$ cat src/rtl/r4_booth_seq_mult.sv
// Sequential radix-4 Booth multiplier: one recoder and one adder row reused for WIDTH/2 cycles.
// start/done handshake; the product is held until the next completion.
module r4_booth_seq_mult #(
    parameter int unsigned WIDTH = 8
) (
    input  logic                 clk,
    input  logic                 reset,
    input  logic                 start,
    input  logic [WIDTH-1:0]     a,
    input  logic [WIDTH-1:0]     b,
    output logic                 busy,
    output logic                 done,
    output logic [2*WIDTH-1:0]   p
);

    localparam int unsigned ACC_W = WIDTH + 2;
    localparam int unsigned MQ_W  = WIDTH + 1;
    localparam int unsigned SH_W  = ACC_W + MQ_W;
    localparam int unsigned CNT_W = $clog2(WIDTH / 2) + 1;
    localparam int unsigned LAST  = WIDTH / 2 - 1;

    typedef enum logic [1:0] {
        IDLE = 2'd0,
        RUN  = 2'd1,
        DONE = 2'd2
    } state_t;

    state_t             state;
    logic [WIDTH-1:0]   mcand;
    logic [MQ_W-1:0]    mq;
    logic [ACC_W-1:0]   acc;
    logic [CNT_W-1:0]   cnt;

    logic [ACC_W-1:0]        mc_ext;
    logic [ACC_W-1:0]        pp;
    logic [ACC_W-1:0]        sum;
    logic signed [SH_W-1:0]  shifted;

    // Booth digit select, partial-product add and the 2-bit arithmetic shift of {acc, mq}
    always_comb begin
        mc_ext = {{2{mcand[WIDTH-1]}}, mcand};
        pp     = '0;
        case (mq[2:0])
            3'b001, 3'b010: pp = mc_ext;
            3'b011:         pp = ACC_W'(mc_ext << 1);
            3'b100:         pp = ACC_W'(-(mc_ext << 1));
            3'b101, 3'b110: pp = ACC_W'(-mc_ext);
            default:        pp = '0;
        endcase
        sum     = acc + pp;
        shifted = $signed({sum, mq}) >>> 2;
    end

    // Control FSM and datapath registers; busy/done are registered state decodes
    always_ff @(posedge clk) begin
        if (reset) begin
            state <= IDLE;
            busy  <= 1'b0;
            done  <= 1'b0;
            p     <= '0;
            mcand <= '0;
            mq    <= '0;
            acc   <= '0;
            cnt   <= '0;
        end else begin
            case (state)
                IDLE, DONE: begin
                    done <= 1'b0;
                    if (start) begin
                        mcand <= a;
                        mq    <= {b, 1'b0};
                        acc   <= '0;
                        cnt   <= '0;
                        busy  <= 1'b1;
                        state <= RUN;
                    end else begin
                        state <= IDLE;
                    end
                end
                RUN: begin
                    acc <= shifted[SH_W-1:MQ_W];
                    mq  <= shifted[MQ_W-1:0];
                    cnt <= cnt + CNT_W'(1);
                    if (cnt == CNT_W'(LAST)) begin
                        // product sits in {acc, mq[WIDTH:1]} after the final shift
                        p     <= shifted[2*WIDTH:1];
                        busy  <= 1'b0;
                        done  <= 1'b1;
                        state <= DONE;
                    end
                end
                default: begin
                    busy  <= 1'b0;
                    done  <= 1'b0;
                    state <= IDLE;
                end
            endcase
        end
    end

endmodule
$ cat config.mk
export PLATFORM = sky130hd
export DESIGN_NAME = r4_booth_seq_mult
export DESIGN_NICKNAME = d
export VERILOG_FILES = /design/src/rtl/r4_booth_seq_mult.sv
export SDC_FILE = /design/constraint.sdc
export NUM_CORES = 1
export LEC_CHECK = 0
export BUFFER_PORTS_ARGS = -buffer_cell sky130_fd_sc_hd__buf_2
export CORE_MARGIN = 2
export CORE_UTILIZATION = 45
export CTS_CLUSTER_SIZE = 12
export DETAILED_ROUTE_END_ITERATION = 16
export GPL_TIMING_DRIVEN = 0
export PLACE_DENSITY = 0.73
export SLEW_MARGIN = 15
export SYNTH_ARGS = -nofsm -noshare
export SYNTH_HDL_FRONTEND = slang
export SYNTH_SLANG_ARGS = --single-unit
$ cat constraint.sdc
create_clock -name clk -period 5 [get_ports clk]
set_input_delay 0.75 -clock clk [delete_from_list [all_inputs] [get_ports clk]]
set_output_delay 0.75 -clock clk [all_outputs]
set_load 0.1 [all_outputs]
==> run metrics <==
status=finished clean; post-synthesis compound-gate area fraction=22.9%; end-of-flow core utilization=53.8%; WL per Instance=14.9 um; largest family of logic cells by synthesized area=compound AO/OA/AOI/OAI gates; worst-skew pair later-pin latency=310 ps; Mean Syn Cell Area=7.99 um2; Area Overhead vs Synth=14.9%; die height=82.7 um; Place WS=1570 ps; Reg-to-Reg End=p[15]; worst endpoint required time=5210 ps; RePlAce Congestion=0.927; root cell of the clock tree=clkbuf_8; # fillers=564; Post-Place Cells=460; synthesized cell area=0.00279 mm2; vias in the first global route=2387; Register Area=961 um2; Slew Viols, Final=0; die area=0.00685 mm2; Initial Util=46.8%; io pins=37; Power Dens Cells=299 mW/mm2; xor-xnor portion of the synthesized cell area=5.34%; synth warn=0; static leakage=0.00134 uW; Post-CTS Setup Bufs=0; worst setup path endpoint=p[15]; Setup TNS=0 ps; largest net degree at the start of global routing=17; Chip Width=82.7 um; Post-synth ARST share=0%; Worst EP arrival=3710 ps; Post-synth EDFFs=0; f_max=285 MHz; max_cap viols=0; Tmin final=3510 ps; Setup crit end kind=register; Synth Instances=349; WS Path Type=register to register; multiplexer share of the synthesized area=1.21%; gr ovfl total=0; DR pass1 iterations=4; Primary FF master, synth=dfxtp_1; post-synthesis adder-cell area fraction=6.10%; non-filler cells, final=468; DP HPWL=5160 um; simple-gate share of the synthesized area=22.8%; TritonCTS clock tree=yes; port bufs=36; synth unique cells=53; vias=2612; clock-pin slew on the worst setup and hold paths=100 ps; DR vias/cell=5.58; cts repair resizes=0; final setup margin=1490 ps; VDD IR max=181 uV; Syn Nets=381; Setup crit start kind=register; final wirelength=6960 um; std cell rows=28; initial drt markers=115; # diodes=0; layout cells sized above 1=15.8%; initial antenna violation count=0; endpoints failing setup=0; first-pass GRT wire length=11200 um; Final Hold Vio Count=0; Sink Count=48; Seq cells post-synth=48; Core Area=0.00596 mm2; Hold WC Path Type=register to register; post-route ant nets=0; multi-input logic area=0.00163 mm2; skew final=8.23 ps; fin crit share=70.1%; Critical R2R Launch=mcand[0]; # hold bufs at CTS=0; Slew @ Worst Pin=776 ps; hold slack=460 ps; H-Tree Depth=2; # nets final=424; drt drc=0; register-to-register setup slack=1490 ps; Num CTS Buffers=5; register area share after synthesis=34.4%; Rel. slew slack=48.0%; Worst Reg2Reg Path Length in Cells=15; crit path launch=mcand[0]; RSZ-0062 raised after global routing=no; critical path peak fanout=6; All-Layer GR Usage=21.7%; Clock Tree Buf Depth=2
==> how the worst min path moves through the flow <==
stage                 from     end  depth (start not counted)
global placement    cnt[2]  cnt[2]                          2
CTS                   p[4]    p[4]                          2
global route          p[9]    p[9]                          2
floorplan           cnt[2]  cnt[2]                          2
finish                p[4]    p[4]                          2
detailed placement  cnt[2]  cnt[2]                          2
==> cell families (layout without fill, tap and decap cells) <==
kind of cell | count (synthesis) | after routing
flip-flops | 48 | 48
buffers and inverters | 36 | 80
adder cells (fa/ha/maj) | 13 | 13
XOR/XNOR | 17 | 17
AND/OR/NAND/NOR | 143 | 143
AO/OA/AOI/OAI | 90 | 90
multiplexers | 2 | 2
==> state kept, by name (all words and copies together) (netlist names) <==
| register | cells |
|---|---|
| acc | 8 |
| mq | 9 |
| mcand | 8 |
| state | 2 |
| p | 16 |
| busy | 1 |
| done | 1 |
| cnt | 3 |
==> critical path, cell delays in order, from the launching register on <==
cell	delay, ps
dfxtp_1	370
inv_1	100
ha_1	200
nor3b_1	490
nand2_1	220
nand2_1	130
xnor2_1	80
a221oi_1	290
nor2_1	110
ha_1	340
a21oi_1	180
nor2_1	70
a211oi_1	170
o31ai_1	150
and3_1	190
a311o_1	300
==> cells in the mapped netlist, drive strengths merged, types with 3 or more instances <==
library cell	count	area [um2]
and2	3	18.8
a21oi	29	145
or3	3	18.8
a22o	7	61.3
o21ai	10	50.1
dfxtp	48	961
a311o	3	30.0
xor2	3	26.3
buf	7	56.3
nand2	71	267
clkbuf	16	90.1
a221oi	7	61.3
a211oi	4	30.0
nand2b	7	43.8
ha	12	150
xnor2	14	123
nor2b	4	25.0
nor2	38	143
a311oi	7	61.3
inv	12	45.0
nor3	6	35.0
==> cell usage in the layout (no fill, tap or decap), types with 2 or more instances in the layout <==
cell type,n
a311oi_1,7
buf_4,4
nor4b_1,2
dfxtp_1,48
buf_6,2
or3_1,3
o21ai_0,10
o21a_1,2
a221oi_1,7
nand3_1,2
a22oi_1,2
a31oi_1,2
nand2_1,71
o31ai_1,2
and3_1,2
clkbuf_1,13
a211oi_1,4
buf_2,36
nor3_2,2
nor4_1,2
o211a_1,2
nor2_1,38
nor2b_1,4
a311o_1,3
ha_1,12
nand2b_1,7
a21oi_1,29
nor3_1,4
xnor2_1,14
xor2_1,3
inv_1,12
a22o_1,7
bufinv_16,2
and2_1,3
a21o_1,2
clkbuf_8,8
==> cell type report <==
type | count | share of cell area, %
Buffer | 24 | 4.88
Clock buffer | 5 | 2.15
Sequential cell | 48 | 30.0
Timing Repair Buffer | 36 | 5.62
Inverter | 12 | 1.40
Clock inverter | 3 | 2.15
Multi-Input combinational cell | 265 | 50.9
Tap cell | 75 | 2.93
==> layer usage <==
metal,routed length (um),vias to the layer above,GRT usage [%]
met5,0,-,0
met4,94,0,8.36
met3,291,7,3.91
met2,3330,61,35.8
met1,3240,1239,28.1
li1,-,1305,-
==> through the flow <==
| step | power [uW] | area, um2 |
|---|---|---|
| floorplan | 566 | 2790 |
| global route | 996 | 3210 |
| global placement | 609 | 3060 |
| detailed placement | 614 | 3060 |
| finish | 957 | 3210 |
| CTS | 959 | 3200 |
==> report_power, final <==
part | internal, uW | total (uW) | switching, uW
logic | 77.7 | 199 | 121
clock network | 202 | 349 | 147
registers | 398 | 410 | 12.1
No activity file was read; power rests on OpenSTA's default activity.
